<file path="config.mk">
export PLATFORM = sky130hd
export DESIGN_NAME = core_id_operand_fetch
export DESIGN_NICKNAME = d
export VERILOG_FILES = /design/src/rtl/core_id_operand_fetch.sv
export SDC_FILE = /design/constraint.sdc
export NUM_CORES = 1
export LEC_CHECK = 0
export CAP_MARGIN = 40
export CORE_AREA = 2 2 182 184
export CTS_CLUSTER_DIAMETER = 200
export DETAILED_ROUTE_END_ITERATION = 16
export DIE_AREA = 0 0 184 186
export PLACE_DENSITY = 0.63
export SLEW_MARGIN = 20
export SYNTH_ARGS = -nofsm -noshare
export SYNTH_HDL_FRONTEND = slang
export SYNTH_SLANG_ARGS = --single-unit
</file>
<file path="constraint.sdc">
create_clock -name clk -period 2.83 [get_ports clk]
set_clock_uncertainty 0.15 [all_clocks]
set_input_delay 0.566 -clock clk [delete_from_list [all_inputs] [get_ports clk]]
set_output_delay 0.566 -clock clk [all_outputs]
set_load 0.01 [all_outputs]
</file>
<file path="src/rtl/core_id_operand_fetch.sv">
// core_id_operand_fetch
//   Operand-fetch stage of the ID pipe. Takes decoded instructions, drives the
//   two synchronous (1-cycle latency) register-file read ports, and resolves
//   RAW hazards by forwarding from EX/MEM/WB or stalling on a load-use hazard.
//   One stage register sits between the input and output handshakes.
//
// Handshake: a transfer happens on a rising edge where valid && ready are both
//   high. A producer that has raised valid holds it and its data until that
//   edge. ready may depend on valid. Here, out_valid deasserts while an operand
//   is still unknown. in_ready is high when the stage is empty or is firing.
//
// Ports
//   clk, rst_n                  clock, asynchronous active-low reset
//   in_valid/in_ready           upstream handshake
//   in_pc, in_rs1, in_rs2       instruction PC and source register indices
//   in_rs1_used, in_rs2_used    operand is consumed (gates hazard detection)
//   in_payload                  opaque decoded control, passed through
//   rf_read_{0,1}_addr/_data    register-file read ports (data 1 cycle later)
//   wb_en/wb_addr/wb_data       snoop of the register-file write port
//   fwd_ex_*                    EX result; _ready=0 means not yet known (load)
//   fwd_mem_*                   MEM result, always known
//   flush                       kill stage contents and same-cycle input
//   out_valid/out_ready         downstream (EX) handshake
//   out_pc, out_payload         from the stage register
//   out_rs1_data, out_rs2_data  resolved operands
module core_id_operand_fetch #(
  parameter int PAYLOAD_W = 64,
  parameter bit FWD_EN    = 1'b1
) (
  input  logic                 clk,
  input  logic                 rst_n,
  input  logic                 in_valid,
  output logic                 in_ready,
  input  logic [31:0]          in_pc,
  input  logic [4:0]           in_rs1,
  input  logic [4:0]           in_rs2,
  input  logic                 in_rs1_used,
  input  logic                 in_rs2_used,
  input  logic [PAYLOAD_W-1:0] in_payload,
  output logic [4:0]           rf_read_0_addr,
  input  logic [31:0]          rf_read_0_data,
  output logic [4:0]           rf_read_1_addr,
  input  logic [31:0]          rf_read_1_data,
  input  logic                 wb_en,
  input  logic [4:0]           wb_addr,
  input  logic [31:0]          wb_data,
  input  logic                 fwd_ex_valid,
  input  logic [4:0]           fwd_ex_rd,
  input  logic [31:0]          fwd_ex_data,
  input  logic                 fwd_ex_ready,
  input  logic                 fwd_mem_valid,
  input  logic [4:0]           fwd_mem_rd,
  input  logic [31:0]          fwd_mem_data,
  input  logic                 flush,
  output logic                 out_valid,
  input  logic                 out_ready,
  output logic [31:0]          out_pc,
  output logic [PAYLOAD_W-1:0] out_payload,
  output logic [31:0]          out_rs1_data,
  output logic [31:0]          out_rs2_data
);

  typedef struct packed {
    logic                 v;
    logic [31:0]          pc;
    logic [4:0]           rs1;
    logic [4:0]           rs2;
    logic                 used1;
    logic                 used2;
    logic [PAYLOAD_W-1:0] payload;
  } stage_t;

  stage_t      s;
  logic        hit0, hit1;
  logic [31:0] wbd0, wbd1;
  logic        accept, fire, hazard;

  // Resolve one operand from the forwarding network, highest priority first.
  // rs==0 short-circuits, so rd==0 on any source can never match.
  function automatic logic [31:0] resolve(
    input logic [4:0]  rs,
    input logic [31:0] rf_data,
    input logic        hit,
    input logic [31:0] wbd,
    input logic        ex_v,
    input logic [4:0]  ex_rd,
    input logic [31:0] ex_d,
    input logic        ex_r,
    input logic        mem_v,
    input logic [4:0]  mem_rd,
    input logic [31:0] mem_d,
    input logic        w_en,
    input logic [4:0]  w_addr,
    input logic [31:0] w_data
  );
    logic [31:0] r;
    r = rf_data;
    if (rs == 5'd0)                                 r = 32'd0;
    else if (FWD_EN && ex_v && ex_rd == rs && ex_r) r = ex_d;
    else if (FWD_EN && mem_v && mem_rd == rs)       r = mem_d;
    else if (w_en && w_addr == rs)                  r = w_data;
    else if (hit)                                   r = wbd;
    return r;
  endfunction

  // An operand is blocked when EX holds an unknown result for it; without
  // forwarding any in-flight EX or MEM producer blocks it.
  function automatic logic blocked(
    input logic       used,
    input logic [4:0] rs,
    input logic       ex_v,
    input logic [4:0] ex_rd,
    input logic       ex_r,
    input logic       mem_v,
    input logic [4:0] mem_rd
  );
    logic ex_m, mem_m, b;
    ex_m  = ex_v && (ex_rd == rs);
    mem_m = mem_v && (mem_rd == rs);
    if (FWD_EN) b = ex_m && !ex_r;
    else        b = ex_m || mem_m;
    return used && (rs != 5'd0) && b;
  endfunction

  always_comb begin
    hazard = blocked(s.used1, s.rs1, fwd_ex_valid, fwd_ex_rd, fwd_ex_ready,
                     fwd_mem_valid, fwd_mem_rd)
          || blocked(s.used2, s.rs2, fwd_ex_valid, fwd_ex_rd, fwd_ex_ready,
                     fwd_mem_valid, fwd_mem_rd);
    out_valid = s.v && !hazard;
    fire      = out_valid && out_ready;
    in_ready  = !s.v || fire;
    accept    = in_valid && in_ready && !flush;
    // While stalled, keep reading the held sources so RF data stays current.
    rf_read_0_addr = in_ready ? in_rs1 : s.rs1;
    rf_read_1_addr = in_ready ? in_rs2 : s.rs2;
    out_pc       = s.pc;
    out_payload  = s.payload;
    out_rs1_data = resolve(s.rs1, rf_read_0_data, hit0, wbd0,
                           fwd_ex_valid, fwd_ex_rd, fwd_ex_data, fwd_ex_ready,
                           fwd_mem_valid, fwd_mem_rd, fwd_mem_data,
                           wb_en, wb_addr, wb_data);
    out_rs2_data = resolve(s.rs2, rf_read_1_data, hit1, wbd1,
                           fwd_ex_valid, fwd_ex_rd, fwd_ex_data, fwd_ex_ready,
                           fwd_mem_valid, fwd_mem_rd, fwd_mem_data,
                           wb_en, wb_addr, wb_data);
  end

  always_ff @(posedge clk or negedge rst_n) begin
    if (!rst_n) begin
      s <= '0;
    end else if (flush) begin
      s.v <= 1'b0;
    end else if (accept) begin
      s.v       <= 1'b1;
      s.pc      <= in_pc;
      s.rs1     <= in_rs1;
      s.rs2     <= in_rs2;
      s.used1   <= in_rs1_used;
      s.used2   <= in_rs2_used;
      s.payload <= in_payload;
    end else if (fire) begin
      s.v <= 1'b0;
    end
  end

  // The register file returns the pre-write value when it is read and written
  // on the same edge; remember such writes so the stale read is overridden.
  always_ff @(posedge clk or negedge rst_n) begin
    if (!rst_n) begin
      hit0 <= 1'b0;
      hit1 <= 1'b0;
      wbd0 <= 32'd0;
      wbd1 <= 32'd0;
    end else begin
      hit0 <= !flush && wb_en && (wb_addr == rf_read_0_addr) && (wb_addr != 5'd0);
      hit1 <= !flush && wb_en && (wb_addr == rf_read_1_addr) && (wb_addr != 5'd0);
      wbd0 <= wb_data;
      wbd1 <= wb_data;
    end
  end

endmodule

</file>
==> summary.md, run 1 <==
| Metric | Value |
|---|---|
| Status | `finished with violations` |
| Failing checks | `negative setup slack` |
| Mapped Area | `9300 µm²` |
| Slowest CP cell | `or4_4` |
| Yosys top cell area share | `0.385` |
| Tcrit/Tclk final | `1.24` |
| # port buffers | `463` |
| Post-synthesis sequential area ratio | `0.385` |
| Chip width | `184 µm` |
| First-pass detailed-route iteration total | `5` |
| Dpl hpwl | `28000 µm` |
| Type of origin of the critical path | `flop` |
| Clock latency on the worst-skew pair | `0.43 ns` |
| Worst slew margin | `0.528` |
| Post-synth top flop | `dfrtp_1` |
| Total GRT Usage | `0.229` |
| CP bufs+invs | `3` |
| Reg power frac | `0.317` |
| P per Cell Area | `450 nW/µm²` |
| Synth top cells by count | `dfrtp_1, mux2_2, nor2_1` |
| Mapped Nets | `1224` |
| Congestion Overflow GR | `0` |
| Initial core utilization | `0.289` |
| Gate count of the mapped netlist | `932` |
| Vias in the first global route | `9650` |
| Area Overhead vs Synth | `89.9%` |
| RD Place Congestion | `0.857` |
| Int Pwr | `0.00548 W` |
| Critical Path Fanout Max | `7` |
| Largest net degree at the start of global routing | `71` |
| 1st-iter DRT viols | `523` |
| Post-detailed-route DRC marker count | `0` |
| Switch share | `0.311` |
| CTS root buf | `clkbuf_16` |
| Die footprint | `34200 µm²` |
| Crit-path max cell delay | `0.55 ns` |
| Gate power share | `0.407` |
| Routed WL per cell | `22.9 µm` |
| Yosys warnings | `0` |
| Leakage | `7.49 nW` |
| Beginning of the critical path | `s[66]` |
| Final setup vio count | `184` |
| WS Path Type | `reg2out` |
| Post-synth EDFFs | `0` |
| Count leader, synth | `dfrtp_1` |
| DRT antenna net count | `0` |
| Hold_sp | `out_payload[18]` |
| # rows | `66` |
| Delay-heaviest family, CP | `simple AND/OR/NAND/NOR gates` |
| Routed vias | `9375` |
| Hold WS | `0.356 ns` |
| Total clock sinks | `143` |
| Average via count per standard cell | `5.05` |
| Core Region | `32200 µm²` |
| Multi-input combinational cell area | `6010 µm²` |
| Cell variety after synth | `41` |
| Fillers | `2750` |
| Worst-path clk slew | `0.07 ns` |
| Worst vdd ir | `0.332 mV` |
| Final hold vios | `0` |
| Setup slack after layout | `-0.669 ns` |
| Clock Power Share | `0.276` |
| Antenna diodes | `0` |
| CP Capture Type | `output port` |
| Die Y | `186 µm` |
| Initial antenna violation count | `1` |
| Sequential Area | `3590 µm²` |
| Min cycle time layout | `3.50 ns` |
| Yosys top cell by area | `dfrtp_1` |
| Layout cells sized above 1 | `0.435` |
| H-tree depth | `4` |
| Global-route wire length before repair | `58600 µm` |
| Register bit total from synthesis | `143` |
| Setup TNS | `-96.08 ns` |
| Routed WL | `42500 µm` |
| Crit-path cells | `or4_4 -> o211ai_1 -> nor4_4 -> o211ai_4 -> and2_4 -> buf_12 -> buf_6 -> mux2_4 -> buf_6` |
| # Max-Cap Violations | `0` |
| RSZ-0062 raised after global routing | `true` |
| Fmax | `286 MHz` |
| Crit path DAT | `2.78 ns` |
| Measured slew at the worst slew-check pin | `0.709 ns` |
| Switch Pwr | `0.00247 W` |
| Slew Limit Fails | `0` |
| Worst Hold Class | `reg2reg` |
| Post-synth ARST share | `1.00` |
| CTS max path bufs | `2` |
| Crit-path most repeated cell | `buf_6` |
| Area contributors post-synth | `dfrtp_1, mux2_2, buf_4` |
| CTS Buf Count | `17` |
| Fin nets | `1727` |
| Reg2reg start | `s[74]` |
| Total I/O pin count | `464` |
| CTS tree | `done` |
| Req. time, crit path | `2.11 ns` |
| Avg Cell Area, Syn | `9.97 µm²` |
[area by class of cell]
| class | instances | share of cell area |
|---|---|---|
| timing repair buffer | 659 | 0.394 |
| multi-input combinational | 604 | 0.341 |
| sequential | 143 | 0.203 |
| tap | 408 | 0.0289 |
| clock buffer | 19 | 0.0257 |
| clock inverter | 12 | 0.00560 |
| inverter | 10 | 0.00213 |
[cell usage in the layout (no fill, tap or decap), types with 15 or more instances in the layout]
cell type,n
a21oi_2,16
buf_2,65
o21ai_1,29
a21oi_1,18
nor2_2,20
clkdlybuf4s50_1,373
buf_8,15
nand2_1,25
o211ai_1,35
mux2_2,35
nor2_1,72
a211oi_2,50
mux2_4,109
mux2i_1,55
buf_12,29
buf_6,67
dfrtp_1,137
buf_4,69
clkbuf_16,29
[kinds of logic (layout without fill, tap and decap cells)]
kind of cell / count (synthesis) / count (layout) / synth area share
flip-flops: 143 / 143 / 0.385
XOR/XNOR: 32 / 32 / 0.0301
multiplexers: 209 / 209 / 0.252
AND/OR/NAND/NOR: 174 / 174 / 0.0794
AO/OA/AOI/OAI: 189 / 189 / 0.136
buffers and inverters: 185 / 700 / 0.117
[routing by layer]
metal	global-route usage	vias up	share of wire
met5	0	-	0.00031
met4	0.0765	2	0.031
met3	0.0646	80	0.077
met2	0.403	446	0.49
met1	0.268	4642	0.40
li1	-	4205	-
[registers in the layout (all words and copies together), names as in the netlist]
signal       flops
hit1             1
hit0             1
out_pc          32
out_payload     64
s               13
wbd1            32
[worst reg2reg max path, delay by kind of cell (launching register included)]
| kind | cells | cell delay [ns] |
|---|---|---|
| buf+inv | 9 | 1.30 |
| simple gates | 4 | 0.85 |
| flops | 1 | 0.41 |
| mux | 1 | 0.29 |
| compound gates | 1 | 0.14 |
| xor+xnor | 1 | 0.13 |
[power by group through the flow]
stage / combinational, W / clock (W) / sequential [W]
2_1_floorplan: 0.00145 / 0 / 0.00247
5_1_grt: 0.00341 / 0.00232 / 0.00256
4_1_cts: 0.00286 / 0.00224 / 0.00250
3_3_place_gp: 0.00274 / 0 / 0.00252
6_report: 0.00324 / 0.00219 / 0.00252
3_5_place_dp: 0.00276 / 0 / 0.00253
[per-stage QoR]
stage | total power, W | setup WS (ns) | instances | util | instance area [µm²]
after floorplan | 0.00392 | -0.0381 | 932 | - | 9680
after global placement | 0.00527 | -1.24 | 1735 | 0.460 | 14800
after detailed placement | 0.00529 | -1.20 | 1735 | 0.460 | 14800
after CTS | 0.00760 | -0.662 | 1826 | 0.507 | 16300
after global routing | 0.00829 | -0.765 | 1855 | 0.548 | 17700
final | 0.00795 | -0.669 | 1855 | 0.548 | 17700
[path summary, 6_finish.rpt]
kind                            slack (ns)  depth (start not counted)                 to
worst min-delay path                  0.36                          1    out_payload[18]
worst max-delay path                 -0.67                          9  rf_read_0_addr[4]
min in group asynchronous             0.51                          2    out_payload[17]
worst max register to register       -0.55                         16          out_pc[0]
max in group asynchronous             1.24                          3           wbd1[26]
worst min register to register        0.36                          1    out_payload[18]
[repair_timing]
action	CTS	global route
hold endpoints to repair	43	0
pin swaps	43	59
hold buffers	1	0
resized for setup	465	253
buffers inserted	47	25
endpoints found under the setup margin	181	185
gates cloned	14	13
Power figures use the tool's default switching activity.
==> inputs of run 2 (changes only) <==
CORE_AREA = 2 2 178 180   (was 2 2 182 184)
CTS_CLUSTER_SIZE = 30   (was not set)
DIE_AREA = 0 0 180 182   (was 0 0 184 186)
clock period = 4 ns   (was 2.83 ns; I/O delays follow)
==> summary.md, run 2 (synthesis gave the netlist of run 1 again) <==
| Metric | Value |
|---|---|
| Routed WL | `37100 µm (-13%)` |
| Final setup vio count | `0 (-100%)` |
| Die Y | `182 µm (-2.2%)` |
| Fin nets | `1621 (-6.1%)` |
| CTS tree | `done` |
| Routed vias | `8716 (-7.0%)` |
| Max FFs per register | `64 (unchanged)` |
| Initial antenna violation count | `4 (+3)` |
| DRT antenna net count | `0 (unchanged)` |
| Leading cell types in the layout, fill and taps excluded | `clkdlybuf4s50_1, dfrtp_1, mux2_2, nor2_1, buf_4` |
| RSZ-0062 raised after global routing | `true` |
| Fillers | `2929 (+6.5%)` |
| Slew Limit Fails | `0 (unchanged)` |
| Core Region | `31000 µm² (-3.8%)` |
| Post-detailed-route DRC marker count | `0 (unchanged)` |
| CTS root buf | `clkbuf_16` |
| Req. time, crit path | `3.05 ns (+0.94 ns)` |
| Crit-path most repeated cell | `buf_12` |
| Largest net degree at the start of global routing | `71 (unchanged)` |
| Post-layout util | `0.485 (-0.0626)` |
| Reg power frac | `0.345 (+0.028)` |
| Final hold vios | `0 (unchanged)` |
| Global-route wire length before repair | `55200 µm (-5.8%)` |
| Switch Pwr | `0.00156 W (-37%)` |
| Crit-path max cell delay | `0.45 ns (-0.10 ns)` |
| Fmax | `251 MHz` |
| Int Pwr | `0.00360 W (-34%)` |
| Layout cells sized above 1 | `0.260 (-0.176)` |
| Min cycle time layout | `3.99 ns` |
| Crit path DAT | `3.04 ns (+0.26 ns)` |
| Area Overhead vs Synth | `61.8%` |
| Die footprint | `32800 µm² (-4.3%)` |
| Hold WS | `0.254 ns (-0.102 ns)` |
| Commonest non-fill, non-tap cell in the layout | `clkdlybuf4s50_1` |
| Vias in the first global route | `9064 (-6.1%)` |
| Critical Path Fanout Max | `17 (+10)` |
| WS Path Type | `in2out` |
| Slowest CP cell | `clkdlybuf4s50_1` |
| Sequential Area | `3580 µm² (-0.14%)` |
| Type of origin of the critical path | `input pin` |
| Leakage | `6.10 nW (-19%)` |
| # Max-Cap Violations | `0 (unchanged)` |
| Gate power share | `0.351 (-0.056)` |
| Switch share | `0.302 (-0.00901)` |
| Crit-path cells | `clkdlybuf4s50_1 -> xor2_1 -> nor4_2 -> nand3_2 -> buf_12 -> buf_12 -> a211oi_1 -> a21oi_1 -> a211oi_2 -> buf_2` |
| CTS max path bufs | `2 (unchanged)` |
| Multi-input combinational cell area | `4820 µm² (-20%)` |
| Worst Hold Class | `in2async` |
| Chip width | `180 µm (-2.2%)` |
| Tcrit/Tclk final | `0.997` |
| Clock Power Share | `0.303 (+0.027)` |
| Worst slew margin | `0.526 (-0.00181)` |
| Worst-path clk slew | `0.07 ns (about the same)` |
| Worst vdd ir | `0.268 mV (-19%)` |
| RD Place Congestion | `0.933 (+8.8%)` |
| Delay-heaviest family, CP | `buffers and inverters` |
| CP bufs+invs | `4 (+1)` |
| Congestion Overflow GR | `0 (unchanged)` |
| P per Cell Area | `343 nW/µm² (-24%)` |
| Total GRT Usage | `0.220 (-0.00933)` |
| # port buffers | `463 (unchanged)` |
| # rows | `65 (-1.5%)` |
| Routed WL per cell | `21.3 µm (-7.2%)` |
| Status | `completed` |
| Initial core utilization | `0.300 (+0.0114)` |
| Total I/O pin count | `464 (unchanged)` |
| Measured slew at the worst slew-check pin | `0.711 ns (+0.00272 ns)` |
| First-pass detailed-route iteration total | `5 (unchanged)` |
| Clock latency on the worst-skew pair | `0.43 ns (about the same)` |
| CTS Buf Count | `17 (unchanged)` |
| CP Capture Type | `output port` |
| Average via count per standard cell | `4.99 (-1.3%)` |
| H-tree depth | `4 (unchanged)` |
| 1st-iter DRT viols | `490 (-6.3%)` |
| Total clock sinks | `143 (unchanged)` |
| Dpl hpwl | `27500 µm (-1.7%)` |
| CTS Hold Bufs | `0 (-1)` |
## run 2: cell types whose count changed in the layout (fill, tap and decap cells not counted), moves of 17 or more
cell and change:
nor2_2 -19, nand2_1 +17, clkbuf_2 +18, mux2_4 -89
a211oi_1 +51, a21oi_1 +18, dlygate4sd2_1 +19, o21ai_0 +29
buf_2 -57, o21ai_1 -24, buf_6 -59, a211oi_2 -37
mux2_2 +89, nor2_1 +26
## run 2: path summary, 6_finish.rpt
kind	from	to	depth (start not counted)	slack, ns
max	wb_addr[3]	out_rs1_data[30]	10	0.01
max reg2reg	s[68]	out_payload[19]	14	0.85
min in group clk	out_payload[29]	out_payload[29]	1	0.35
min reg2reg	out_payload[29]	out_payload[29]	1	0.35
min	rst_n	out_payload[44]	1	0.25
max in group asynchronous	rst_n	s[68]	2	2.60
## run 2: through the flow
step / instance area [µm²] / instances / total power [W] / setup slack (ns) / TNS (ns)
global placement: 14200 / 1696 / 0.00362 / -0.483 / -27.06
detailed placement: 14200 / 1696 / 0.00363 / -0.578 / -25.88
CTS: 15000 / 1738 / 0.00522 / -0.202 / -0.487
floorplan: 9300 / 932 / 0.00272 / 0.436 / 0
global route: 15000 / 1745 / 0.00541 / -0.0863 / -0.575
finish: 15000 / 1747 / 0.00516 / 0.0131 / 0
## run 2: layout make-up
| class | instances | area share |
|---|---|---|
| Sequential cell | 143 | 0.238 |
| Timing Repair Buffer | 553 | 0.367 |
| Multi-Input combinational cell | 604 | 0.321 |
| Clock inverter | 13 | 0.00848 |
| Inverter | 10 | 0.00250 |
| Clock buffer | 18 | 0.0292 |
| Tap cell | 402 | 0.0334 |
| Antenna cell | 4 | 0.000665 |
## run 2: repair_timing
action,CTS,global route
setup endpoints to repair,75,70
gates resized for setup,146,90
cloned,4,1
hold endpoints to repair,0,0
buffers inserted,7,5
pin swaps,15,18
## run 2: power groups by stage
| stage | logic, W | registers [W] | clock network, W |
|---|---|---|---|
| finish | 0.00181 | 0.00178 | 0.00157 |
| floorplan | 0.000975 | 0.00175 | 0 |
| global placement | 0.00182 | 0.00180 | 0 |
| CTS | 0.00182 | 0.00178 | 0.00162 |
| global route | 0.00192 | 0.00181 | 0.00168 |
| detailed placement | 0.00182 | 0.00181 | 0 |
## run 2: metal layers
metal,vias up,share of wire,global-route usage
met4,0,0.030,0.0839
met5,-,0,0
met1,4264,0.41,0.269
met3,64,0.067,0.0570
met2,381,0.49,0.371
li1,4007,-,-
